### src/rtl/dmem_arbiter_if.sv
// dmem_arbiter_if: request/response channel between one requester and the data-memory arbiter.
// The requester uses the master modport; the arbiter uses the slave modport.
interface dmem_arbiter_if #(
  parameter int ADDR_W = 10
);
  logic              req_valid;
  logic              req_ready;
  logic              req_write;
  logic [ADDR_W-1:0] req_addr;
  logic [31:0]       req_wdata;
  logic [1:0]        req_size;
  logic              req_sign;
  logic              rsp_valid;
  logic [31:0]       rsp_rdata;
  logic              rsp_err;

  modport master (
    output req_valid, req_write, req_addr, req_wdata, req_size, req_sign,
    input  req_ready, rsp_valid, rsp_rdata, rsp_err
  );

  modport slave (
    input  req_valid, req_write, req_addr, req_wdata, req_size, req_sign,
    output req_ready, rsp_valid, rsp_rdata, rsp_err
  );
endinterface

### src/rtl/dmem_arbiter.sv
// dmem_arbiter: shares the single-port data memory between the core (priority) and the loader.
// Defining DMEM_ARB_STATS_EN adds saturating grant and conflict counters.
module dmem_arbiter #(
  parameter int ADDR_W   = 10,
  parameter int MAX_WAIT = 4
) (
  input  logic              clk,
  input  logic              reset,
  dmem_arbiter_if.slave     core,
  dmem_arbiter_if.slave     ldr,
  input  logic              ldr_lock,
  output logic [ADDR_W-1:0] mem_addr,
  output logic              mem_we,
  output logic [31:0]       mem_wdata,
  output logic [1:0]        mem_size,
  output logic              mem_sign,
  input  logic [31:0]       mem_rdata
`ifdef DMEM_ARB_STATS_EN
  ,
  output logic [31:0]       stat_core_grants,
  output logic [31:0]       stat_ldr_grants,
  output logic [31:0]       stat_conflicts
`endif
);
  localparam int                WAIT_W   = $clog2(MAX_WAIT + 1);
  localparam logic [WAIT_W-1:0] WAIT_MAX = WAIT_W'(MAX_WAIT);

  typedef enum logic {ST_ARB, ST_LOCKED} state_t;

  state_t            state_q, state_d;
  logic [WAIT_W-1:0] wait_cnt_q, wait_cnt_d;

  // Index 0 is the core, index 1 the loader.
  logic [1:0]        req_valid;
  logic [1:0]        req_write;
  logic [1:0]        req_sign;
  logic [ADDR_W-1:0] req_addr  [2];
  logic [31:0]       req_wdata [2];
  logic [1:0]        req_size  [2];
  logic [1:0]        grant;
  logic              sel;
  logic              sel_mis;

  logic              rsp_valid_q [2];
  logic              rsp_valid_d [2];
  logic              rsp_err_q   [2];
  logic              rsp_err_d   [2];
  logic [31:0]       rsp_rdata_q [2];
  logic [31:0]       rsp_rdata_d [2];

  function automatic logic misaligned(input logic [1:0] size, input logic [1:0] lsb);
    return (size == 2'b01 && lsb[0]) || (size == 2'b10 && lsb != 2'b00) || (size == 2'b11);
  endfunction

  assign req_valid    = {ldr.req_valid, core.req_valid};
  assign req_write    = {ldr.req_write, core.req_write};
  assign req_sign     = {ldr.req_sign,  core.req_sign};
  assign req_addr[0]  = core.req_addr;
  assign req_addr[1]  = ldr.req_addr;
  assign req_wdata[0] = core.req_wdata;
  assign req_wdata[1] = ldr.req_wdata;
  assign req_size[0]  = core.req_size;
  assign req_size[1]  = ldr.req_size;

  always_comb begin
    grant      = 2'b00;
    state_d    = state_q;
    wait_cnt_d = wait_cnt_q;
    if (!reset) begin
      if (state_q == ST_LOCKED) begin
        // The cycle in which lock drops still belongs to the loader.
        grant[1] = req_valid[1];
        if (!ldr_lock) state_d = ST_ARB;
      end else begin
        if (req_valid[1] && (wait_cnt_q == WAIT_MAX || !req_valid[0])) grant[1] = 1'b1;
        else                                                            grant[0] = req_valid[0];
        if (grant[1] && ldr_lock) state_d = ST_LOCKED;
      end
    end
    if (!req_valid[1] || grant[1])                wait_cnt_d = '0;
    else if (grant[0] && wait_cnt_q != WAIT_MAX) wait_cnt_d = wait_cnt_q + 1'b1;
  end

  always_ff @(posedge clk) begin
    if (reset) begin
      state_q    <= ST_ARB;
      wait_cnt_q <= '0;
    end else begin
      state_q    <= state_d;
      wait_cnt_q <= wait_cnt_d;
    end
  end

  assign sel     = grant[1];
  assign sel_mis = misaligned(req_size[sel], req_addr[sel][1:0]);

  always_comb begin
    mem_addr  = '0;
    mem_we    = 1'b0;
    mem_wdata = '0;
    mem_size  = '0;
    mem_sign  = 1'b0;
    if (grant != 2'b00) begin
      mem_addr  = req_addr[sel];
      mem_we    = req_write[sel] && !sel_mis;
      mem_wdata = req_wdata[sel];
      mem_size  = req_size[sel];
      mem_sign  = req_sign[sel];
    end
  end

  genvar gi;
  generate
    for (gi = 0; gi < 2; gi++) begin : g_rsp
      always_comb begin
        rsp_valid_d[gi] = grant[gi];
        rsp_err_d[gi]   = grant[gi] && sel_mis;
        rsp_rdata_d[gi] = (grant[gi] && !req_write[gi] && !sel_mis) ? mem_rdata : 32'd0;
      end

      always_ff @(posedge clk) begin
        if (reset) begin
          rsp_valid_q[gi] <= 1'b0;
          rsp_err_q[gi]   <= 1'b0;
          rsp_rdata_q[gi] <= 32'd0;
        end else begin
          rsp_valid_q[gi] <= rsp_valid_d[gi];
          rsp_err_q[gi]   <= rsp_err_d[gi];
          rsp_rdata_q[gi] <= rsp_rdata_d[gi];
        end
      end
    end
  endgenerate

  // Responses are masked while reset is held so every output reads 0 in that cycle.
  assign core.req_ready = grant[0];
  assign core.rsp_valid = rsp_valid_q[0] && !reset;
  assign core.rsp_err   = rsp_err_q[0] && !reset;
  assign core.rsp_rdata = reset ? 32'd0 : rsp_rdata_q[0];
  assign ldr.req_ready  = grant[1];
  assign ldr.rsp_valid  = rsp_valid_q[1] && !reset;
  assign ldr.rsp_err    = rsp_err_q[1] && !reset;
  assign ldr.rsp_rdata  = reset ? 32'd0 : rsp_rdata_q[1];

`ifdef DMEM_ARB_STATS_EN
  logic [31:0] stat_core_q, stat_core_d;
  logic [31:0] stat_ldr_q,  stat_ldr_d;
  logic [31:0] stat_conf_q, stat_conf_d;

  always_comb begin
    stat_core_d = stat_core_q;
    stat_ldr_d  = stat_ldr_q;
    stat_conf_d = stat_conf_q;
    if (grant[0] && stat_core_q != '1)            stat_core_d = stat_core_q + 32'd1;
    if (grant[1] && stat_ldr_q != '1)             stat_ldr_d  = stat_ldr_q + 32'd1;
    if (req_valid == 2'b11 && stat_conf_q != '1) stat_conf_d = stat_conf_q + 32'd1;
  end

  always_ff @(posedge clk) begin
    if (reset) begin
      stat_core_q <= '0;
      stat_ldr_q  <= '0;
      stat_conf_q <= '0;
    end else begin
      stat_core_q <= stat_core_d;
      stat_ldr_q  <= stat_ldr_d;
      stat_conf_q <= stat_conf_d;
    end
  end

  assign stat_core_grants = stat_core_q;
  assign stat_ldr_grants  = stat_ldr_q;
  assign stat_conflicts   = stat_conf_q;
`endif
endmodule
### src/flat_wrapper.sv
// flat-port wrapper written by rule: the top's interface ports become plain ports
module dmem_arbiter_flat 
#(
  parameter int ADDR_W   = 10,
  parameter int MAX_WAIT = 4
)
  (clk, reset, ldr_lock, mem_addr, mem_we, mem_wdata, mem_size, mem_sign, mem_rdata, core_req_valid, core_req_write, core_req_addr, core_req_wdata, core_req_size, core_req_sign, core_req_ready, core_rsp_valid, core_rsp_rdata, core_rsp_err, ldr_req_valid, ldr_req_write, ldr_req_addr, ldr_req_wdata, ldr_req_size, ldr_req_sign, ldr_req_ready, ldr_rsp_valid, ldr_rsp_rdata, ldr_rsp_err);
  dmem_arbiter_if #(.ADDR_W(ADDR_W)) core_i ();
  dmem_arbiter_if #(.ADDR_W(ADDR_W)) ldr_i ();
  input  logic clk;
  input  logic reset;
  input  logic ldr_lock;
  output logic [ADDR_W-1:0] mem_addr;
  output logic mem_we;
  output logic [31:0] mem_wdata;
  output logic [1:0] mem_size;
  output logic mem_sign;
  input  logic [31:0] mem_rdata;
  input wire logic [$bits(core_i.req_valid)-1:0] core_req_valid;
  input wire logic [$bits(core_i.req_write)-1:0] core_req_write;
  input wire logic [$bits(core_i.req_addr)-1:0] core_req_addr;
  input wire logic [$bits(core_i.req_wdata)-1:0] core_req_wdata;
  input wire logic [$bits(core_i.req_size)-1:0] core_req_size;
  input wire logic [$bits(core_i.req_sign)-1:0] core_req_sign;
  output wire logic [$bits(core_i.req_ready)-1:0] core_req_ready;
  output wire logic [$bits(core_i.rsp_valid)-1:0] core_rsp_valid;
  output wire logic [$bits(core_i.rsp_rdata)-1:0] core_rsp_rdata;
  output wire logic [$bits(core_i.rsp_err)-1:0] core_rsp_err;
  input wire logic [$bits(ldr_i.req_valid)-1:0] ldr_req_valid;
  input wire logic [$bits(ldr_i.req_write)-1:0] ldr_req_write;
  input wire logic [$bits(ldr_i.req_addr)-1:0] ldr_req_addr;
  input wire logic [$bits(ldr_i.req_wdata)-1:0] ldr_req_wdata;
  input wire logic [$bits(ldr_i.req_size)-1:0] ldr_req_size;
  input wire logic [$bits(ldr_i.req_sign)-1:0] ldr_req_sign;
  output wire logic [$bits(ldr_i.req_ready)-1:0] ldr_req_ready;
  output wire logic [$bits(ldr_i.rsp_valid)-1:0] ldr_rsp_valid;
  output wire logic [$bits(ldr_i.rsp_rdata)-1:0] ldr_rsp_rdata;
  output wire logic [$bits(ldr_i.rsp_err)-1:0] ldr_rsp_err;
  assign core_i.req_valid = core_req_valid;
  assign core_i.req_write = core_req_write;
  assign core_i.req_addr = core_req_addr;
  assign core_i.req_wdata = core_req_wdata;
  assign core_i.req_size = core_req_size;
  assign core_i.req_sign = core_req_sign;
  assign core_req_ready = core_i.req_ready;
  assign core_rsp_valid = core_i.rsp_valid;
  assign core_rsp_rdata = core_i.rsp_rdata;
  assign core_rsp_err = core_i.rsp_err;
  assign ldr_i.req_valid = ldr_req_valid;
  assign ldr_i.req_write = ldr_req_write;
  assign ldr_i.req_addr = ldr_req_addr;
  assign ldr_i.req_wdata = ldr_req_wdata;
  assign ldr_i.req_size = ldr_req_size;
  assign ldr_i.req_sign = ldr_req_sign;
  assign ldr_req_ready = ldr_i.req_ready;
  assign ldr_rsp_valid = ldr_i.rsp_valid;
  assign ldr_rsp_rdata = ldr_i.rsp_rdata;
  assign ldr_rsp_err = ldr_i.rsp_err;
  dmem_arbiter #(.ADDR_W(ADDR_W), .MAX_WAIT(MAX_WAIT)) u_core (.clk(clk), .reset(reset), .core(core_i), .ldr(ldr_i), .ldr_lock(ldr_lock), .mem_addr(mem_addr), .mem_we(mem_we), .mem_wdata(mem_wdata), .mem_size(mem_size), .mem_sign(mem_sign), .mem_rdata(mem_rdata));
endmodule
### config.mk
export PLATFORM = sky130hd
export DESIGN_NAME = dmem_arbiter_flat
export DESIGN_NICKNAME = d
export VERILOG_FILES = /design/src/rtl/dmem_arbiter_if.sv /design/src/rtl/dmem_arbiter.sv /design/src/flat_wrapper.sv
export SDC_FILE = /design/constraint.sdc
export NUM_CORES = 1
export LEC_CHECK = 0
export BUFFER_PORTS_ARGS = -buffer_cell sky130_fd_sc_hd__buf_2
export CORE_UTILIZATION = 37
export CTS_BUF_LIST = sky130_fd_sc_hd__clkbuf_2
export DETAILED_ROUTE_END_ITERATION = 16
export PLACE_DENSITY_LB_ADDON = 0.05
export SETUP_SLACK_MARGIN = 0.5
export SLEW_MARGIN = 20
export SYNTH_ARGS = -nofsm -noshare
export SYNTH_HDL_FRONTEND = slang
export SYNTH_SLANG_ARGS = --single-unit
export TNS_END_PERCENT = 5
### constraint.sdc
create_clock -name clk -period 1.85 [get_ports clk]
set_clock_uncertainty 0.15 [all_clocks]
set_input_delay 0.2775 -clock clk [delete_from_list [all_inputs] [get_ports clk]]
set_output_delay 0.2775 -clock clk [all_outputs]
set_load 0.05 [all_outputs]
# [Yosys cells after proc, flatten, opt, wreduce, memory -nomap -nowiden]
# Memories as Yosys holds them, arrays and structs flattened.
# Index checks and enable logic that the tools add are counted.
[totals] ff_bits=4 ramBits=68 input_bits=129 output_inout_bits=116 n_memories=3
[classes] addsub=1 n_lt_le_gt_ge=2 eq_ne=5 mux=41 bitwise_logic=7 reduce_logical=29
[memory_table] memory="u_core.rsp_rdata_q" words=2 word_bits=32 read_ports=2 rd_clocked_by_memory_dff=0 wr=2 line="dmem_arbiter.sv:48" rtl="logic [31:0] rsp_rdata_q [2];"
[memory_table] memory="u_core.rsp_err_q" words=2 word_bits=1 read_ports=2 rd_clocked_by_memory_dff=0 wr=2 line="dmem_arbiter.sv:46" rtl="logic rsp_err_q [2];"
[memory_table] memory="u_core.rsp_valid_q" words=2 word_bits=1 read_ports=2 rd_clocked_by_memory_dff=0 wr=2 line="dmem_arbiter.sv:44" rtl="logic rsp_valid_q [2];"
[ops] op="$mux 32" n=10
[ops] op="$mux 10" n=4
[ops] op="$mux 1" n=22
[ops] op="$logic_and 1x1->1" n=16
[ops] op="$mux 2" n=5
[ops] op="$logic_not 1->1" n=6
[ops] op="$or 1x1->1" n=6
[ops] op="$eq 2x2->1 const B" n=2
[ops] op="$logic_or 1x1->1" n=4
[ops] op="$reduce_bool 2->1" n=2
[ops] op="$add 3x1->3 const B" n=1
[ops] op="$eq 3x3->1 const B" n=1
[ops] op="$ne 3x3->1 const B" n=1
[ops] op="$eq 2x1->1 const B" n=1
[ops] op="$ge 2x2->1 const B" n=1
[ops] op="$lt 1x2->1 const B" n=1
[ops] op="$not 1->2" n=1
[ops] op="$reduce_or 2->1" n=1

# [Logic depth before layout (Yosys ltp)]
# Gate-level depths: netlist of run 1.
[depth] word_depth=20 ltp_mapped=7 mapped_depth_nobuf=6

# [Worst setup path before layout of run 1]
# Ideal clock, no wire load.
[synth_path] path_type="reg2out" start="register u_core.wait_cnt_q[0]" end="output mem_size[0]" t_arrival_ps=1837 required_time_ps=1422 setup_slack_ps=-415 path_stages_with_launch=7 n_path_buf=1 cell_sequence="dfxtp_1 inv_1 ha_1 nand2_1 a31oi_2 buf_2 a22o_1"
[synth_via] elab_chain_len=13
[synth_lines] item="start: declaration" line="dmem_arbiter.sv:31" rtl="logic [WAIT_W-1:0] wait_cnt_q, wait_cnt_d;"
[synth_lines] item="start signal: assignment" line="dmem_arbiter.sv:90" rtl="wait_cnt_q <= wait_cnt_d;"
[synth_lines] item="$eq 3x3->1 *" line="dmem_arbiter.sv:75" rtl="if (req_valid[1] && (wait_cnt_q == WAIT_MAX || !req_valid[0])) grant[1] = 1'b1;"
[synth_lines] item="$logic_or 1x1->1 *" line="dmem_arbiter.sv:75"
[synth_lines] item="$logic_and 1x1->1 *" line="dmem_arbiter.sv:75"
[synth_lines] item="$mux 1 *" line="dmem_arbiter.sv:75"
[synth_lines] item="$mux 1 *" line="dmem_arbiter.sv:70" rtl="if (state_q == ST_LOCKED) begin"
[synth_lines] item="$mux 1 *" line="dmem_arbiter.sv:69" rtl="if (!reset) begin"
[synth_lines] item="$mux 1 *" line="dmem_arbiter.sv:70"
[synth_lines] item="$mux 2 *" line="dmem_arbiter.sv:69"
[synth_lines] item="via ldr_req_ready" line="flat_wrapper.sv:35" rtl="output wire logic [$bits(ldr_i.req_ready)-1:0] ldr_req_ready;"
[synth_lines] item="$not 1->2 (implied by the code)" line="dmem_arbiter.sv:107" rtl="mem_size = req_size[sel];"
[synth_lines] item="$mux 2 (implied by the code) (3 in series)" line="dmem_arbiter.sv:107"
[synth_lines] item="$mux 2 *" line="dmem_arbiter.sv:103" rtl="if (grant != 2'b00) begin"
[synth_lines] item="end: declaration" line="flat_wrapper.sv:16" rtl="output logic [1:0] mem_size;"
# Mark *: on every way through the listed nets, which the timed path passes. The rest lies on a longest branch. The select of a mux whose other input is x is not followed.

# [Worst setup path in the final report of run 1]
[layout_path] start="register u_core.wait_cnt_q[0]" end="output mem_we"
[layout_via] elab_chain_len=19
[layout_lines] item="$eq 3x3->1 *" line="dmem_arbiter.sv:75"
[layout_lines] item="$logic_or 1x1->1 *" line="dmem_arbiter.sv:75"
[layout_lines] item="$logic_and 1x1->1 *" line="dmem_arbiter.sv:75"
[layout_lines] item="$mux 1" line="dmem_arbiter.sv:75"
[layout_lines] item="$mux 1" line="dmem_arbiter.sv:70"
[layout_lines] item="$mux 1" line="dmem_arbiter.sv:69"
[layout_lines] item="$mux 1" line="dmem_arbiter.sv:70"
[layout_lines] item="$mux 2 *" line="dmem_arbiter.sv:69"
[layout_lines] item="$not 1->2 (implied by the code)" line="dmem_arbiter.sv:95" rtl="assign sel_mis = misaligned(req_size[sel], req_addr[sel][1:0]);"
[layout_lines] item="$mux 2 (implied by the code) / $mux 10 (equally long branches)" line="dmem_arbiter.sv:95"
[layout_lines] item="$mux 2 (implied by the code) / $mux 10 (equally long branches) (2 in series)"
[layout_lines] item="$eq 2x1->1, or another cell as far along" line="dmem_arbiter.sv:52" rtl="return (size == 2'b01 && lsb[0]) || (size == 2'b10 && lsb != 2'b00) || (size == 2'b11);"
[layout_lines] item="$logic_and 1x1->1" line="dmem_arbiter.sv:52"
[layout_lines] item="$logic_or 1x1->1 (2 in series)" line="dmem_arbiter.sv:52"
[layout_lines] item="$logic_not 1->1" line="dmem_arbiter.sv:105" rtl="mem_we = req_write[sel] && !sel_mis;"
[layout_lines] item="$logic_and 1x1->1" line="dmem_arbiter.sv:105"
[layout_lines] item="$mux 1 *" line="dmem_arbiter.sv:103"
[layout_lines] item="end: declaration" line="flat_wrapper.sv:14" rtl="output logic mem_we;"
# Mark *: on every way between the ends. The rest lies on a longest branch, timed or not. The select of a mux whose other input is x is not followed.

==> impl_metrics.yaml, run 1 <==
outcome:
  outcome: "finished with violations"
  failed_checks: "setup timing"
timing:
  rsz0062_at_grt: "true"
  finalMaxSlewViolations: 0
  post-route-period-util_pct: 133
  setup_ws_ns: -0.619
  slew-limit-headroom_pct: 56.6
  setup_violations: 113
  final.min_clock_period_ns: 2.47
  maxClockFrequency_ghz: 0.405
  holdWs_ns: 0.0721
  fin_tns_setup_ns: -32.32
  finalHoldViolations: 0
  worst_slew_pin_slew_ns: 0.651
power_and_ir_drop:
  p_leak_nw: 3.23
  power.density_cell_area_nw_per_um2: 534
  vdd_drop_max_mv: 0.362
  power_mw: 3.92
placed_design:
  finalWeightedCongestion: 0.841
  dpl_worst_slack_ns: -0.240
  io_buffers: 244
  place_hpwl_um: 7800
clock_tree:
  cts.sinks: 72
  clockBufferDepth: 2
  cts_tree: "done"
  clk_latency_ns: 0.46
  cts_buffers: 9
  cts.clk_slew.worst_paths_ns: 0.19
  root_buffer: "clkbuf_2"
  h-tree-depth: 3
global_route:
  grt_max_degree: 63
  gr-usage-all-layers_pct: 30.3
  antenna_found_initial: 0
  grt_pass1_wl_um: 20400
  overflow: 0
  grt_pass1_vias: 4027
routing:
  vias: 3778
  drt_iter0_markers: 123
  drt-pass1-iter-count: 4
  wl_per_cell_um: 19.9
  viasPerCell: 5.08
  detail-route-antenna-nets: 0
  drc_errors: 0
  totalWireLength_um: 14800
worst_setup_path:
  crit_fanout: 3
  startpoint_type: "register"
  crit_family: "buffers and inverters"
  cpPeakStageDelay_ns: 0.38
  crit_slowest_cell: "dfxtp_2"
  path_cells: "inv_2 > ha_4 > a311oi_4 > buf_6 > buf_12 > and3_4 > a31o_4 > buf_12"
  critPathRequiredTime_ns: 1.42
  worst_ep_arrival_time_ns: 2.04
  crit_path_frequent_cell: "buf_12"
  crit_path_end_kind: "output pin"
  worst-path-buf-inv: 4
  crit_type: "reg2out"
die:
  core.rowCount: 33
  dieArea_sq_um: 9000
  die_y_um: 94.9
  core_area_sq_um: 8300
  die_w_um: 94.9
  start_util_pct: 38.5
  io_pins: 245
finish:
  layout-drive-gt1-share_pct: 69.6
  final_cell_mix: "buf_2, buf_8, nor2b_4"
  layout_commonest_cell: "buf_2"
  synthToLayoutAreaGrowth_pct: 130
  insertedDiodeCount: 0
  nNetsFinal: 764
logic_synthesis:
  syn_area_sq_um: 3190
  avgSynthCellArea_sq_um: 9.31
  syn_nets: 474
  synth-seq-cells: 72
  synth_cell_types: 27
  seq_area_frac_synth_pct: 45.2
  synth_cells: 343
  yosys_warnings: 0
min_path:
  worstHoldPathType: "in2reg"
job:
  drv_cap: 0
[registers in the layout, summed over array words and instances (netlist names)]
register / cells
u_core.rsp_rdata_q: 64
u_core.rsp_valid_q: 2
u_core.state_q: 1
u_core.wait_cnt_q: 3
u_core.rsp_err_q: 2
[metal layers]
layer	track usage, %	vias up	share of wire (%)	wire, um
met5	0	-	0	0
met2	56.4	170	55	8070
met1	32.8	1835	37	5490
met3	7.00	32	5.8	859
li1	-	1741	-	-
met4	11.7	0	2.5	368
[through the flow]
step           cells  instance area (sq um)  util, %
2_1_floorplan    343                   3700        -
3_3_place_gp     684                   5090     61.3
3_5_place_dp     684                   5090     61.3
4_1_cts          741                   7110     85.7
5_1_grt          743                   7340     88.5
6_report         743                   7340     88.5
[cells in the mapped netlist, drive strengths merged]
| cell type | instances | area share, % |
|---|---|---|
| dfxtp | 72 | 45 |
| nor2b | 69 | 14 |
| a22o | 45 | 12 |
| and2 | 33 | 6.5 |
| nor2 | 33 | 3.9 |
| nand3b | 32 | 7.5 |
| clkbuf | 18 | 2.2 |
| buf | 12 | 2.0 |
| and3 | 3 | 0.59 |
| inv | 3 | 0.35 |
| a21oi | 2 | 0.31 |
| a311oi | 2 | 1.1 |
| a31oi | 2 | 0.59 |
| ha | 2 | 0.78 |
| mux2i | 2 | 0.63 |
| nand2 | 2 | 0.24 |
| nand2b | 2 | 0.39 |
| nor3 | 2 | 0.31 |
| o21a | 2 | 0.47 |
| o22ai | 2 | 0.39 |
| a31o | 1 | 0.27 |
| and3b | 1 | 0.27 |
| nor3b | 1 | 0.24 |
[final timing paths]
kind,start,to,slack (ns),depth (start not counted)
max,u_core.wait_cnt_q[0],mem_we,-0.62,8
min,reset,u_core.rsp_err_q[1],0.07,4
max reg2reg,u_core.wait_cnt_q[0],u_core.rsp_rdata_q[0][12],-0.13,8
min reg2reg,u_core.wait_cnt_q[0],u_core.wait_cnt_q[0],0.41,2
[repair_timing]
item                                    CTS  global route
hold buffers                             35             0
gates resized for setup                 440            51
endpoints found under the setup margin  181           184
cloned                                    1             2
setup buffers                             5             0
hold endpoints to repair                 67             0
pin swaps                                 5            14
[final cells by class]
type	instances	area (sq um)
clock buffer	10	50.0
clock inverter	6	83.8
inverter	3	11.3
multi-input combinational	238	2610
sequential	72	1460
fill	363	958
tap	105	131
timing repair buffer	309	3000
[cells by family after synthesis]
logic type	Yosys count	share of synthesized area, %
AND/OR/NAND/NOR	178	33.4
flip-flops	72	45.2
AO/OA/AOI/OAI	56	15.5
buffers and inverters	33	4.51
multiplexers	2	0.627
adder cells (fa/ha/maj)	2	0.784
[tightest hold or removal path, cell delays in order]
cell and delay (ns):
buf_12 0.09, nand2b_4 0.13, buf_4 0.12, nor3_1 0.04
[where the power goes]
group	total, mW	switching, mW	internal, mW	leakage [nW]
logic	1.32	0.710	0.608	2.56
registers	1.59	0.0102	1.58	0.588
clock network	1.01	0.561	0.447	0.0772
Note: power is estimated with default switching activity, not from simulation.
==> inputs of run 2 (changes only) <==
- CORE_MARGIN: unset -> 8
- SETUP_SLACK_MARGIN: 0.5 -> unset
==> run 2 against run 1 <==
Net effect:
- the flow still finishes with violations (setup timing)
- sequential share of layout area rose by 3.0 points
- clock-buffer cell count fell by 1
- non-clock buffer count rose by 11
- register-to-register slack improved by 0.09 ns
- critical path type unchanged
==> impl_metrics.yaml, run 2 (synthesized netlist as in run 1, its figures left out) <==
timing:
  holdWs_ns: 0.0887
  finalHoldViolations: 0
  fin_tns_setup_ns: -26.38
  setup_ws_ns: -0.592
  post-route-period-util_pct: 132
  finalMaxSlewViolations: 0
  setup_violations: 66
  final.min_clock_period_ns: 2.44
  slew-limit-headroom_pct: 66.8
  rsz0062_at_grt: "true"
  maxClockFrequency_ghz: 0.410
  worst_slew_pin_slew_ns: 0.499
finish:
  layout_commonest_cell: "buf_2"
  final_cell_mix: "buf_2, dfxtp_1, nor2b_1"
  nNetsFinal: 775
  layout-drive-gt1-share_pct: 55.0
  largest_register_ffs: 64
  synthToLayoutAreaGrowth_pct: 98.1
  top_regs: "u_core.rsp_rdata_q x64, u_core.wait_cnt_q x3"
  top_register: "u_core.rsp_rdata_q"
  utilization_pct: 74.0
  final_cells: 759
min_path:
  hold_depth: 4
  min_to: "u_core.wait_cnt_q[1]"
  worstHoldPathType: "in2reg"
  min-delay-start: "reset"
die:
  core.rowCount: 34
  core_area_sq_um: 8550
  start_util_pct: 37.3
  die_w_um: 109
  dieArea_sq_um: 11900
  io_pins: 245
  die_y_um: 109
routing:
  viasPerCell: 4.75
  drt-pass1-iter-count: 4
  wl_per_cell_um: 18.5
  vias: 3609
  detail-route-antenna-nets: 0
  drc_errors: 0
  totalWireLength_um: 14000
  drt_iter0_markers: 112
clock_tree:
  cts_tree: "done"
  cts.clk_slew.worst_paths_ns: 0.21
  root_buffer: "clkbuf_2"
  clockBufferDepth: 2
  cts.sinks: 72
  cts_buffers: 9
  h-tree-depth: 3
  clk_latency_ns: 0.49
worst_setup_path:
  crit_slowest_cell: "dfxtp_2"
  startpoint_type: "register"
  crit_type: "reg2out"
  crit_fanout: 15
  crit_path_end_kind: "output pin"
  worst_ep_arrival_time_ns: 2.01
  cpPeakStageDelay_ns: 0.39
  critPathRequiredTime_ns: 1.42
  rr_startpoint: "u_core.wait_cnt_q[1]"
  path_cells: "inv_2 > ha_4 > a311oi_4 > buf_6 > buf_12 > a22o_4 > buf_8"
  r2r-end: "u_core.rsp_err_q[0]"
  r2r_slack_ns: -0.04
  ff2ff_path_depth: 9
global_route:
  gr-usage-all-layers_pct: 23.7
  overflow: 0
  grt_pass1_vias: 3957
  antenna_found_initial: 2
  grt_max_degree: 70
  grt_pass1_wl_um: 21700
placed_design:
  io_buffers: 244
  finalWeightedCongestion: 0.852
  place_hpwl_um: 9720
  placed_cells: 692
job:
  drv_cap: 0
power_and_ir_drop:
  p_leak_nw: 3.12
  power.density_cell_area_nw_per_um2: 592
  vdd_drop_max_mv: 0.309
outcome:
  failed_checks: "setup timing"
  outcome: "finished with violations"
==> run 2: cell count changes in the layout (fill, tap and decap cells not counted), moves of 16 or more <==
cell     delta
and2_1     +16
and2_4     -16
nor2b_1    +68
nor2b_4    -64
buf_2      +64
buf_8      -53
buf_6      -23
==> run 2: worst max path at each step <==
stage,start,endpoint,slack [ns]
floorplan,u_core.wait_cnt_q[0],mem_addr[0],-0.06
global placement,u_core.wait_cnt_q[0],mem_addr[0],-0.23
finish,u_core.wait_cnt_q[0],mem_wdata[17],-0.59
detailed placement,u_core.wait_cnt_q[0],mem_addr[0],-0.25
CTS,u_core.wait_cnt_q[0],mem_wdata[24],-0.62
global route,u_core.wait_cnt_q[0],mem_wdata[17],-0.74
==> run 2: final cells by class <==
| type | instances | area (sq um) |
|---|---|---|
| antenna | 2 | 5.00 |
| clock buffer | 9 | 45.0 |
| clock inverter | 7 | 78.8 |
| fill | 624 | 2230 |
| inverter | 3 | 11.3 |
| multi-input combinational | 238 | 2040 |
| sequential | 72 | 1440 |
| tap | 108 | 135 |
| timing repair buffer | 320 | 2570 |
==> run 2: critical path: cells and delay by family, from the launching register on <==
| family | cells | cell delay (ns) |
|---|---|---|
| fa+ha+maj | 1 | 0.17 |
| compound gates | 2 | 0.40 |
| flops | 1 | 0.39 |
| buf+inv | 4 | 0.56 |
==> run 2: timing repair <==
item                                   in CTS  in global routing
resized for setup                         131                 12
hold buffers                               37                  1
endpoints found under the hold margin      68                  2
pin swaps                                  12                  5
setup endpoints to repair                 113                181
buffers inserted                            6                  1
cloned                                      4                  0
==> run 2: layer usage <==
layer / part of all wire (%) / vias to the layer above / track usage (%)
li1: - / 1765 / -
met1: 34 / 1663 / 23.7
met2: 53 / 155 / 42.1
met3: 10 / 26 / 9.69
met4: 3.1 / 0 / 10.5
met5: 0 / - / 0
==> run 2: power by group <==
group          switching [mW]  internal [mW]
clock network           0.584          0.328
registers             0.00635           1.58
logic                   0.656          0.588
total                    1.25           2.50
==> run 2: per-stage QoR <==
| step | area, sq um | worst slack [ns] | power, mW |
|---|---|---|---|
| finish | 6320 | -0.592 | 3.74 |
| global route | 6320 | -0.741 | 3.90 |
| CTS | 6260 | -0.620 | 3.76 |
| detailed placement | 5170 | -0.254 | 2.60 |
| global placement | 5170 | -0.233 | 2.59 |
| floorplan | 3590 | -0.0640 | 2.21 |
